--- src/rtl/ntsc_packer.sv ---
// Packs PACK truncated NTSC pixels into one memory word and queues finished words
// in a small FIFO drained through the ntsc_flag / done_ntsc handshake.
module ntsc_packer #(
  parameter int PIX_W     = 12,
  parameter int PACK      = 3,
  parameter int DEPTH     = 4,
  parameter int LOG_DEPTH = 2,
  localparam int MEM_W    = PACK * PIX_W
) (
  input  logic               clock,
  input  logic               reset,
  input  logic               frame_start,
  input  logic               pixel_valid,
  input  logic [PIX_W-1:0]   pixel,
  output logic               ntsc_flag,
  output logic [MEM_W-1:0]   ntsc_pixel,
  input  logic               done_ntsc,
  output logic               overflow,
  output logic [15:0]        word_count
);

  localparam int SLOT_W = (PACK > 1) ? $clog2(PACK) : 1;
  localparam logic [SLOT_W-1:0]  LAST_SLOT = SLOT_W'(PACK - 1);
  localparam logic [LOG_DEPTH:0] FULL_CNT  = (LOG_DEPTH + 1)'(DEPTH);

  // Packer state
  logic [SLOT_W-1:0] slot;
  logic [SLOT_W-1:0] slot_eff;
  logic [SLOT_W-1:0] slot_next;
  logic [MEM_W-1:0]  shreg;
  logic [MEM_W-1:0]  word_next;
  logic              frame_restart;
  logic              word_done;

  // FIFO state
  logic [MEM_W-1:0]     mem [DEPTH];
  logic [LOG_DEPTH-1:0] wr_ptr;
  logic [LOG_DEPTH-1:0] rd_ptr;
  logic [LOG_DEPTH:0]   count;
  logic                 push_ok;
  logic                 pop;

  assign frame_restart = pixel_valid && frame_start;

  // A restarting frame discards the partial word and lands its pixel in slot 0.
  always_comb begin
    slot_eff  = frame_restart ? '0 : slot;
    word_next = frame_restart ? '0 : shreg;
    for (int i = 0; i < PACK; i++) begin
      if (slot_eff == SLOT_W'(i)) begin
        word_next[MEM_W-1-i*PIX_W -: PIX_W] = pixel;
      end
    end
    word_done = pixel_valid && (slot_eff == LAST_SLOT);
    slot_next = word_done ? '0 : slot_eff + SLOT_W'(1);
  end

  always_ff @(posedge clock or negedge reset) begin
    if (!reset) begin
      slot  <= '0;
      shreg <= '0;
    end else if (pixel_valid) begin
      slot  <= slot_next;
      shreg <= word_done ? '0 : word_next;
    end
  end

  // Handshake: ntsc_flag high means ntsc_pixel holds a valid word; the consumer
  // takes it by raising done_ntsc, and the word is removed at that clock edge.
  // done_ntsc while ntsc_flag is low has no effect.
  assign ntsc_flag  = (count != '0);
  assign ntsc_pixel = ntsc_flag ? mem[rd_ptr] : '0;
  assign pop        = done_ntsc && ntsc_flag;
  // A simultaneous pop frees the slot, so a full FIFO still accepts that push.
  assign push_ok    = word_done && ((count < FULL_CNT) || pop);

  always_ff @(posedge clock) begin
    if (push_ok) begin
      mem[wr_ptr] <= word_next;
    end
  end

  always_ff @(posedge clock or negedge reset) begin
    if (!reset) begin
      wr_ptr <= '0;
      rd_ptr <= '0;
      count  <= '0;
    end else begin
      if (push_ok) begin
        wr_ptr <= wr_ptr + LOG_DEPTH'(1);
      end
      if (pop) begin
        rd_ptr <= rd_ptr + LOG_DEPTH'(1);
      end
      case ({push_ok, pop})
        2'b10:   count <= count + (LOG_DEPTH + 1)'(1);
        2'b01:   count <= count - (LOG_DEPTH + 1)'(1);
        default: count <= count;
      endcase
    end
  end

  always_ff @(posedge clock or negedge reset) begin
    if (!reset) begin
      overflow   <= 1'b0;
      word_count <= '0;
    end else begin
      if (word_done && !push_ok) begin
        overflow <= 1'b1;
      end
      if (frame_restart) begin
        word_count <= '0;
      end else if (pop && (word_count != 16'hFFFF)) begin
        word_count <= word_count + 16'd1;
      end
    end
  end

endmodule
--- config.mk ---
export PLATFORM = sky130hd
export DESIGN_NAME = ntsc_packer
export DESIGN_NICKNAME = d
export VERILOG_FILES = /design/src/rtl/ntsc_packer.sv
export SDC_FILE = /design/constraint.sdc
export NUM_CORES = 1
export LEC_CHECK = 0
export BUFFER_PORTS_ARGS = -buffer_cell sky130_fd_sc_hd__buf_2
export CAP_MARGIN = 20
export CORE_ASPECT_RATIO = 1.5
export CORE_UTILIZATION = 55
export DETAILED_ROUTE_END_ITERATION = 12
export PLACE_DENSITY = 0.79
export RECOVER_POWER = 25
export SYNTH_ARGS = -nofsm -noshare
export SYNTH_HDL_FRONTEND = slang
export SYNTH_SLANG_ARGS = --single-unit
--- constraint.sdc ---
create_clock -name clock -period 3 [get_ports clock]
set_input_delay 0 -clock clock [delete_from_list [all_inputs] [get_ports clock]]
set_output_delay 0 -clock clock [all_outputs]
set_load 0.01 [all_outputs]
### Yosys cells after proc, flatten, opt, wreduce, memory -nomap -nowiden

Memory sizes are Yosys's and may differ from the RTL's.
Cells that the tools add are included.

* bits in registers: 62
* bits in writable memories: 144
* output and inout bits: 54
* logic and storage cells: 45
* memories: 1

Memory list
* mem: depth 4, bits a word 36, read ports 1, clocked after memory_dff 0, write ports 1, line 36 `logic [MEM_W-1:0] mem [DEPTH];`

* $add $sub $neg: 6
* magnitude comparators: 1
* eq/ne operators: 5
* mux-type cells: 13
* reduce and logical (&&, ||, !) cells: 12

Operators by type and width (count)
* two-way mux 36 bit: 3
* two-way mux 12 bit: 3
* two-way mux 16 bit: 2
* adder 16 x 1 -> 16 bit (second input constant): 1
* inequality test 16 bit (second input constant): 1
* adder 2 x 1 -> 2 bit (second input constant): 3
* logical AND 1 bit: 6
* case mux 3 bit (2 select lines): 1
* equality test 2 x 1 -> 1 bit (second input constant): 2
* equality test 2 bit (second input constant): 2
* two-way mux 2 bit: 2
* nonzero test 2 bit: 2
* adder 3 x 1 -> 3 bit (second input constant): 1
* less-than comparator 3 bit (second input constant): 1
* nonzero test 3 bit: 1
* subtractor 3 x 1 -> 3 bit (second input constant): 1
* zero test 2 bit: 1
* two-way mux 1 bit: 2
* zero test 1 bit: 1
* logical OR 1 bit: 1

### Logic depth before layout (Yosys ltp)

Gate-level depths: netlist of run 1.

* depth in word-level cells: 7
* gate-level depth with buffers: 10

### Worst setup path before layout of run 1

No wires, ideal clock.

* path type: reg-to-reg
* start: reg slot[1]
* end: mem mem[0][0] (netlist name) (enable)
* setup time: 0.397 ns
* arrival: 1.968 ns
* data required time: 2.603 ns
* path slack: 0.635 ns
* stages on the path, launching flop included: 5
* clock period less this slack: 2.365 ns
* cell sequence: dfrtp_1 -> clkbuf_1 -> nand4b_1 -> nor2_1 -> and2_1

* longest elaborated chain between the ends: 6

RTL lines
* start, declared: line 27 `logic [SLOT_W-1:0] slot;`
* start signal, assigned: line 63 `slot <= slot_next;`
* two-way mux 2 bit: line 47 `slot_eff = frame_restart ? '0 : slot;`
* equality test 2 bit: line 54 `word_done = pixel_valid && (slot_eff == LAST_SLOT);`
* logical AND 1 bit: line 54
* logical AND 1 bit: line 75 `assign push_ok = word_done && ((count < FULL_CNT) || pop);`
* two-way mux 1 bit: line 78 `if (push_ok) begin`
* two-way mux 1 bit (not written as such): line 79 `mem[wr_ptr] <= word_next;`
* end, declared: line 36

No other way between the ends.

### Final worst setup path of run 1

* start: in frame_start
* end: mem mem[2][32] (netlist name), data pin

* longest elaborated chain between the ends: 4
* elaborated cells between the ends (all ways): 5
* classes of those cells: mux (3); reduce/logical (2)

RTL lines
* start, declared: line 12 `input logic frame_start,`
* logical AND 1 bit (*): line 43 `assign frame_restart = pixel_valid && frame_start;`
* two-way mux 2 bit: line 47
* zero test 2 bit: line 50 `if (slot_eff == SLOT_W'(i)) begin`
* two-way mux 12 bit (*): line 50
* via word_next[32]: line 31 `logic [MEM_W-1:0] word_next;`

Mark *: on every way through the listed nets, which the timed path passes. The rest lies on a longest branch.

==> results of run 1 <==
-- per-stage QoR --
stage | area, um^2 | hold WS (ns) | std cells | setup slack, ns | power (mW)
floorplan | 8830 | -0.296 | 587 | 0.635 | 5.00
CTS | 10200 | 0.138 | 895 | 0.571 | 8.01
global route | 10200 | 0.389 | 895 | 0.412 | 8.29
global placement | 9460 | 0.0858 | 845 | 0.647 | 5.69
detailed placement | 9470 | 0.104 | 846 | 0.609 | 5.77
finish | 10200 | 0.363 | 895 | 0.545 | 7.94
-- worst max-delay path, stage by stage --
cell and delay [ns]:
dlygate4sd3_1 0.54, buf_2 0.30, and2_0 0.91, nor2_1 0.34, buf_6 0.26, mux2_2 0.31
-- logic make-up (layout without fill, tap and decap cells) --
family,Yosys count,in the layout,share of synthesized area (%)
flops,206,206,66.6
simple gates,160,160,9.71
compound gates,109,109,8.66
mux,51,51,11.1
buf+inv,48,153,2.32
fa+ha+maj,7,7,1.08
xor+xnor,6,6,0.595
-- sequential cells by signal (all words and copies together), names as in the netlist --
| register | flops |
|---|---|
| word_count | 16 |
| shreg | 36 |
| wr_ptr | 2 |
| slot | 2 |
| mem | 144 |
| overflow | 1 |
| count | 3 |
| rd_ptr | 2 |
-- cell type report --
| class | instances | area (um^2) | share of cell area, % |
|---|---|---|---|
| clock buffers | 20 | 479 | 4.71 |
| inverters | 12 | 45.0 | 0.443 |
| well taps | 203 | 254 | 2.50 |
| repair buffers | 108 | 664 | 6.53 |
| flip-flops and latches | 206 | 5880 | 57.8 |
| multi-input cells | 333 | 2760 | 27.1 |
| clock inverters | 13 | 91.3 | 0.898 |
-- power by group through the flow --
stage / clock network, mW / registers [mW] / logic (mW)
2_1_floorplan: 0 / 3.44 / 1.56
3_3_place_gp: 0 / 3.54 / 2.15
3_5_place_dp: 0 / 3.56 / 2.21
4_1_cts: 2.26 / 3.50 / 2.25
5_1_grt: 2.37 / 3.52 / 2.40
6_report: 2.24 / 3.50 / 2.20
-- Yosys cell counts (all sizes together), types with 4 or more instances --
| cell | n | area [um^2] |
|---|---|---|
| mux4 | 36 | 811 |
| nand3 | 5 | 30.0 |
| and4 | 4 | 36.3 |
| clkbuf | 28 | 105 |
| buf | 7 | 46.3 |
| and2 | 5 | 31.3 |
| o31ai | 8 | 60.1 |
| inv | 12 | 45.0 |
| dfrtp | 62 | 1550 |
| or3 | 4 | 26.3 |
| or4 | 8 | 63.8 |
| nand4 | 5 | 31.3 |
| nor2 | 10 | 37.5 |
| a22oi | 12 | 90.1 |
| nor2b | 50 | 313 |
| ha | 6 | 75.1 |
| edfxtp | 144 | 4320 |
| o21ai | 31 | 155 |
| a21oi | 12 | 60.1 |
| mux2 | 14 | 158 |
| nand2 | 57 | 214 |
| xnor2 | 4 | 35.0 |
| o2bb2ai | 12 | 105 |
| a22o | 24 | 210 |
-- routing by layer --
layer  share of wire [%]  wire, um  GRT usage (%)
met3                 5.7      1080           3.40
met2                  55     10300           42.8
met1                  37      6920           28.1
met5                   0         0              0
met4                 2.7       515           9.19
-- worst max-delay path by stage --
stage | to | cells past startpoint | slack (ns) | start
after floorplan | mem[0][0] | 4 | 0.64 | slot[1]
after global placement | mem[2][32] | 3 | 0.65 | slot[1]
after CTS | ntsc_pixel[30] | 4 | 0.57 | rd_ptr[0]
final | mem[2][32] | 6 | 0.55 | frame_start
after detailed placement | count[2] | 10 | 0.61 | slot[1]
after global routing | mem[2][34] | 6 | 0.41 | frame_start
-- timing repair --
action,in CTS,in global routing
endpoints found under the hold margin,65,0
buffers inserted,0,0
hold buffers,16,0
==> key figures, run 1 <==
Synthesis
  • Synth Flop Type: edfxtp_1
  • Yosys cell types: 46
  • Synth Instances: 587
  • Syn_area_per_cell: 15.0 um^2
  • Fraction of registers with async set/reset: 30.1%
  • Mapped cell area: 8830 um^2
  • Ys Warns: 0
  • Number of synthesized flops with an enable pin: 144
  • Register area share after synthesis: 66.6%
  • Synth Register Bits: 206
  • Net Count, Synth: 611

Layout
  • Fin nets: 704
  • # diodes: 0
  • Most common cell after layout, fill and taps aside: edfxtp_1
  • Filler cells: 1,130
  • Layout cells sized above 1: 22.8%
  • Synth-to-layout area growth: 15.2%
  • Core Util, Final: 64.8%
  • Most frequent cells in the layout: 144 x edfxtp_1, 61 x dfrtp_1, 57 x nand2_1

Power
  • Power per cell area: 780 nW/um^2
  • P_sw: 2.34 mW
  • VDD IR-drop max: 475 uV
  • Combinational fraction of design power: 27.7%
  • Clock share of power: 28.2%
  • Internal: 5.60 mW
  • Reg power frac: 44.0%
  • Static Leak: 3.75 nW
  • Sw Share: 29.4%

Critical path
  • Arr. time, crit path: 2.67 ns
  • Crit start category: input port
  • R2R setup slack: 0.58 ns
  • FF-to-FF End: count[2]
  • Worst r2r path cells: 10
  • CP Capture Type: flip-flop
  • Worst R2R Start: slot[1]
  • Worst Path Class, Setup: in -> reg
  • CP max FO: 19
  • Required time of the critical path: 3.22 ns

Routing
  • Post-route DRC: 1
  • Routed vias: 5,508
  • Drt total wl: 18,800 um
  • Starting DRT DRC Count: 467
  • Routed Antenna Nets: 0
  • Initial DRT Pass Iterations: 9
  • Wire per inst: 21.0 um
  • Via density: 6.15

CTS
  • Number of cells upsized or downsized after cts: 0
  • Clock root buffer master: clkbuf_16
  • TritonCTS clock tree: done
  • Clock Latency Late Sink: 0.48 ns
  • CTS sink count: 206
  • Clock tree buffer depth: 3
  • H-tree depth: 1
  • Clock transition at path regs: 0.06 ns
  • CTS Buf Count: 19

Job
  • Max-cap violations: 1

Global routing
  • Final global-route overflow total: 0
  • Antenna violations before repair: 0
  • First-pass GRT wire length: 29,800 um
  • Total global-route track usage: 23.5%
  • Vias in the first global route: 5,566
  • Largest net degree at the start of global routing: 38

Die
  • I/O pin total: 71
  • Starting Density: 56.2%
  • Chip Height: 157 um
  • Total core area: 15,700 um^2
  • Die width: 105 um
  • Row count: 56
  • Die area: 16,600 um^2

Timing
  • Min Tclk post-route: 2.45 ns
  • Pins Over Slew Limit: 33
  • Period utilisation layout: 81.8%
  • Final setup TNS: 0 ns
  • Setup violations, final: 0
  • Actual slew at the worst max-slew pin: 1.83 ns
  • Fmax: 407 MHz
  • Max transition margin: -21.8%
  • RSZ-0062 raised after global routing: false
  • Setup Skew: 0.00713 ns
  • Hold violation total from the final report: 0

Worst hold path
  • Hold Path End: overflow
  • Worst hold-check path type: in -> reg
  • Min-delay src: done_ntsc
  • WHS Path Cells: 5

Place
  • IO buf count: 70
  • Hpwl dp: 12,300 um
  • Placer Congestion: 0.866

Status
  • Failing checks: design-rule violations, max-capacitance violations, max-slew violations
  • Outcome: complete, but fails checks
No activity file was read; power rests on OpenSTA's default activity.
==> inputs of run 2 (changes only) <==
clock period = 2.4 ns   (was 3 ns; I/O delays follow)
==> key figures, run 2 (same netlist as run 1, synthesis figures left out) <==
Status
  • Outcome: complete, but fails checks
  • Failing checks: max-capacitance violations, max-slew violations

Global routing
  • Largest net degree at the start of global routing: 38 (unchanged)
  • Total global-route track usage: 24.0% (+0.55 points)
  • Antenna violations before repair: 0 (unchanged)
  • First-pass GRT wire length: 30,400 um (+1.9%)
  • Final global-route overflow total: 0 (unchanged)
  • Vias in the first global route: 5,681 (+2.1%)

Power
  • Static Leak: 3.75 nW (+0.21%)
  • VDD IR-drop max: 672 uV (+42%)
  • Power per cell area: 977 nW/um^2 (+25%)
  • Total power: 10.0 mW (+26%)

Layout
  • Top reg by flops: mem
  • Final Instance Area: 10,200 um^2 (+0.60%)
  • Non-filler cells in the finished layout: 896 (+0.11%)
  • Layout cells sized above 1: 21.4% (-1.5 points)
  • Max FFs per register: 144 (unchanged)
  • Most common cell after layout, fill and taps aside: edfxtp_1
  • Most frequent cells in the layout: 144 x edfxtp_1, 61 x dfrtp_1, 57 x nand2_1
  • Filler cells: 1,146 (+1.4%)
  • # diodes: 0 (unchanged)
  • Synth-to-layout area growth: 15.9%
  • Biggest regs: mem x144, shreg x36, word_count x16
  • Fin nets: 705 (+0.14%)
  • Core Util, Final: 65.2% (+0.39 points)

Timing
  • Setup violations, final: 0 (unchanged)
  • Setup Skew: 0.0111 ns (+0.00397 ns)
  • RSZ-0062 raised after global routing: false
  • Worst Slack Setup Final: 0.314 ns (-0.232 ns)
  • Max transition margin: -14.2% (+7.5 points)
  • Fmax: 479 MHz
  • Min Tclk post-route: 2.09 ns
  • Final hold slack: 0.384 ns (+0.0215 ns)
  • Hold violation total from the final report: 0 (unchanged)
  • Final setup TNS: 0 ns (unchanged)
  • Actual slew at the worst max-slew pin: 1.71 ns (-0.113 ns)
  • Period utilisation layout: 86.9%
  • Pins Over Slew Limit: 29 (-12%)

CTS
  • H-tree depth: 1 (unchanged)
  • Clock root buffer master: clkbuf_16
  • Clock Latency Late Sink: 0.49 ns (about the same)
  • CTS sink count: 206 (unchanged)
  • Clock transition at path regs: 0.06 ns (about the same)
  • Clock tree buffer depth: 3 (unchanged)
  • TritonCTS clock tree: done
  • CTS Buf Count: 19 (unchanged)

Place
  • Dpl cell area: 9540 um^2 (+0.74%)
  • Placed insts: 847 (+0.12%)
  • Placer Congestion: 0.849 (-2.0%)
  • Hpwl dp: 12,000 um (-3.1%)
  • Worst slack, placed: 0.333 ns (-0.276 ns)
  • IO buf count: 70 (unchanged)

Critical path
  • Arr. time, crit path: 2.48 ns (-0.19 ns)
  • Required time of the critical path: 2.80 ns (-0.42 ns)
  • Crit start category: flip-flop
  • Worst Path Class, Setup: reg -> reg
  • CP Capture Type: flip-flop
  • CP max FO: 7 (-12)

Die
  • Starting Density: 56.2% (unchanged)
  • I/O pin total: 71 (unchanged)
  • Chip Height: 157 um (unchanged)
  • Total core area: 15,700 um^2 (unchanged)
  • Die area: 16,600 um^2 (unchanged)
  • Row count: 56 (unchanged)
  • Die width: 105 um (unchanged)

Routing
  • Post-route DRC: 0 (-1)
  • Drt total wl: 19,100 um (+1.8%)
  • Wire per inst: 21.3 um (+1.7%)
  • Routed Antenna Nets: 0 (unchanged)
  • Initial DRT Pass Iterations: 6 (-3)
  • Routed vias: 5,473 (-0.64%)
  • Starting DRT DRC Count: 428 (-8.4%)
  • Via density: 6.11 (-0.75%)

Job
  • Max-cap violations: 1 (unchanged)

Worst hold path
  • Worst hold-check path type: in -> reg
run 2: cell types whose count changed in the layout (fill, tap and decap cells not counted), sizes merged:
| cell | previous run | this run |
|---|---|---|
| clkbuf | 40 | 52 |
| buf | 72 | 71 |
| clkinvlp | 3 | 0 |
| inv | 12 | 13 |
| clkinv | 9 | 1 |
run 2: cell type report:
cell class                      count  area, um^2  share of cell area (%)
Sequential cell                   206        5880                    57.4
Multi-Input combinational cell    333        2760                    27.0
Timing Repair Buffer              109         724                    7.08
Clock buffer                       30         527                    5.15
Tap cell                          203         254                    2.48
Inverter                           12        45.0                   0.440
Clock inverter                      3        40.0                   0.391
run 2: layer usage:
| metal | global-route usage [%] | vias to the layer above | wire length, um |
|---|---|---|---|
| met5 | 0 | - | 0 |
| met4 | 9.93 | 0 | 580 |
| met3 | 3.15 | 43 | 1120 |
| met2 | 43.3 | 255 | 10200 |
| met1 | 29.2 | 2730 | 7180 |
| li1 | - | 2445 | - |
run 2: critical path, cell delays in order (launching register included):
cell and delay [ns]:
dfrtp_1 0.46, inv_1 0.13, nand4b_1 0.16, nor2_1 0.08
inv_1 0.07, ha_1 0.20, inv_1 0.07, fa_1 0.38
xor2_1 0.16, nor2_1 0.13, xor2_1 0.17
run 2: worst paths after layout:
check | from | end | slack, ns | cells past startpoint
setup / recovery | slot[0] | count[2] | 0.31 | 10
hold / removal | done_ntsc | rd_ptr[0] | 0.38 | 4
setup reg to reg | slot[0] | count[2] | 0.31 | 10
hold reg to reg | shreg[4] | shreg[4] | 0.51 | 2
max in group asynchronous | reset | rd_ptr[0] | 0.78 | 2
min in group asynchronous | reset | word_count[12] | 0.50 | 2
run 2: what timing repair did:
action / 4_1_cts / 5_1_grt
resized for setup: 0 / 0
endpoints found under the hold margin: 55 / 0
endpoints found under the setup margin: 0 / 0
hold buffers: 16 / 0
setup buffers: 0 / 0
run 2: power breakdown:
group / switching (mW) / internal (mW) / leakage [nW]
Sequential: 0.190 / 4.10 / 2.13
Clock: 1.21 / 1.61 / 0.273
Combinational: 1.51 / 1.37 / 1.35
Total: 2.92 / 7.08 / 3.75
==> inputs of run 3 (changes only) <==
RECOVER_POWER = 100   (was 25)
==> key figures, run 3 (same netlist as run 1, synthesis figures left out) <==
Routing
  • Routed vias: 5,469 (-0.073%)
  • Drt total wl: 19,100 um (about the same)
  • Starting DRT DRC Count: 438 (+2.3%)
  • Via density: 6.10 (about the same)
  • Routed Antenna Nets: 0 (unchanged)
  • Wire per inst: 21.3 um (about the same)
  • Initial DRT Pass Iterations: 8 (+2)
  • Post-route DRC: 0 (unchanged)

Timing
  • Fmax: 472 MHz (-1.5%)
  • Final setup TNS: 0 ns (unchanged)
  • Max transition margin: -14.3% (-0.044 points)
  • Min Tclk post-route: 2.12 ns (+0.0316 ns)
  • Period utilisation layout: 88.2% (+1.3 points)
  • Hold violation total from the final report: 0 (unchanged)
  • Setup violations, final: 0 (unchanged)
  • Pins Over Slew Limit: 29 (unchanged)
  • RSZ-0062 raised after global routing: false
  • Actual slew at the worst max-slew pin: 1.71 ns (+0.000667 ns)
  • Setup Skew: 0.00996 ns (-0.00114 ns)

Global routing
  • Total global-route track usage: 24.0% (unchanged)
  • Largest net degree at the start of global routing: 38 (unchanged)
  • Antenna violations before repair: 0 (unchanged)
  • Final global-route overflow total: 0 (unchanged)
  • First-pass GRT wire length: 30,400 um (unchanged)
  • Vias in the first global route: 5,681 (unchanged)

Critical path
  • Worst Path Class, Setup: reg -> reg
  • Worst r2r path cells: 6 (-4)
  • Critical path origin: slot[0]
  • CP Capture Type: flip-flop
  • Worst R2R Start: slot[0]
  • Arr. time, crit path: 2.25 ns (-0.23 ns)
  • R2R setup slack: 0.28 ns (-0.03 ns)
  • Setup crit end: mem[3][22]
  • Required time of the critical path: 2.53 ns (-0.27 ns)
  • CP max FO: 36 (+29)
  • Crit start category: flip-flop
  • FF-to-FF End: mem[3][22]

CTS
  • CTS sink count: 206 (unchanged)
  • Postcts setup bufs: 0 (unchanged)
  • TritonCTS clock tree: done
  • CTS Buf Count: 19 (unchanged)
  • Clock transition at path regs: 0.06 ns (about the same)
  • H-tree depth: 1 (unchanged)
  • Clock root buffer master: clkbuf_16
  • Clock tree buffer depth: 3 (unchanged)
  • Clock Latency Late Sink: 0.48 ns (about the same)

Status
  • Outcome: complete, but fails checks
  • Failing checks: max-capacitance violations, max-slew violations

Die
  • Row count: 56 (unchanged)
  • Total core area: 15,700 um^2 (unchanged)
  • Starting Density: 56.2% (unchanged)
  • Chip Height: 157 um (unchanged)
  • I/O pin total: 71 (unchanged)
  • Die area: 16,600 um^2 (unchanged)
  • Die width: 105 um (unchanged)

Place
  • Hpwl dp: 12,000 um (unchanged)
  • Placed insts: 847 (unchanged)
  • IO buf count: 70 (unchanged)
  • Placer Congestion: 0.849 (unchanged)

Worst hold path
  • Worst hold-check path type: in -> reg

Power
  • Power per cell area: 974 nW/um^2 (-0.34%)
  • VDD IR-drop max: 661 uV (-1.6%)
  • Static Leak: 3.63 nW (-3.2%)

Layout
  • Layout cells sized above 1: 14.4% (-6.9 points)
  • Most frequent cells in the layout: 144 x edfxtp_1, 68 x clkbuf_1, 61 x dfrtp_1
  • Non-filler cells in the finished layout: 896 (unchanged)
  • # diodes: 0 (unchanged)
  • Synth-to-layout area growth: 14.9%
  • Top reg by flops: mem
  • Max FFs per register: 144 (unchanged)
  • Biggest regs: mem x144, shreg x36, word_count x16
  • Most common cell after layout, fill and taps aside: edfxtp_1
  • Fin nets: 705 (unchanged)

Job
  • Max-cap violations: 1 (unchanged)
run 3: cell count changes in the layout (fill, tap and decap cells not counted), moves of 4 or more:
cell	delta
and2_0	+5
and2_1	-5
buf_2	-33
buf_4	-4
clkbuf_1	+36
mux2_1	+9
mux2_2	-9
run 3: critical path, stage by stage (launching register included):
cell      delay [ns]
dfrtp_1         0.45
inv_1           0.14
nand4b_1        0.17
nor2_1          0.18
clkbuf_1        0.25
and2_0          0.18
buf_6           0.37
run 3: report_power, final:
part	switching [mW]	internal, mW
Combinational	1.53	1.24
Sequential	0.187	4.10
Clock	1.21	1.61
Total	2.93	6.96
run 3: timing repair:
item	in CTS	in global routing
resized for setup	0	0
endpoints found under the hold margin	55	0
hold buffers	16	0
run 3: worst min path at each step:
stage | endpoint | slack (ns) | cells past startpoint | from
after floorplan | count[0] | -0.30 | 0 | reset
after global placement | word_count[12] | 0.08 | 1 | reset
after detailed placement | word_count[12] | 0.09 | 1 | reset
after CTS | word_count[12] | 0.12 | 2 | reset
after global routing | rd_ptr[0] | 0.39 | 4 | done_ntsc
final | rd_ptr[0] | 0.39 | 4 | done_ntsc
run 3: area by class of cell:
class / count / area, um^2
flip-flops and latches: 206 / 5880
fillers: 1168 / 5550
multi-input cells: 333 / 2750
repair buffers: 109 / 654
clock buffers: 30 / 527
well taps: 203 / 254
inverters: 12 / 45.0
clock inverters: 3 / 40.0
run 3: metrics by stage:
step	cell area (um^2)	util (%)	power, mW	hold slack [ns]	setup slack, ns
after global placement	9530	60.7	7.13	0.0785	0.290
after floorplan	8830	-	6.24	-0.296	0.0353
after global routing	10100	64.6	10.4	0.394	0.119
after CTS	10300	65.4	10.1	0.118	0.289
final	10100	64.6	9.88	0.385	0.282
after detailed placement	9540	60.8	7.26	0.0888	0.333
run 3: metal layers:
layer,global-route usage [%],share of wire [%]
met1,29.2,38
met2,43.3,53
met3,3.15,6.0
met4,9.93,3.0
met5,0,0
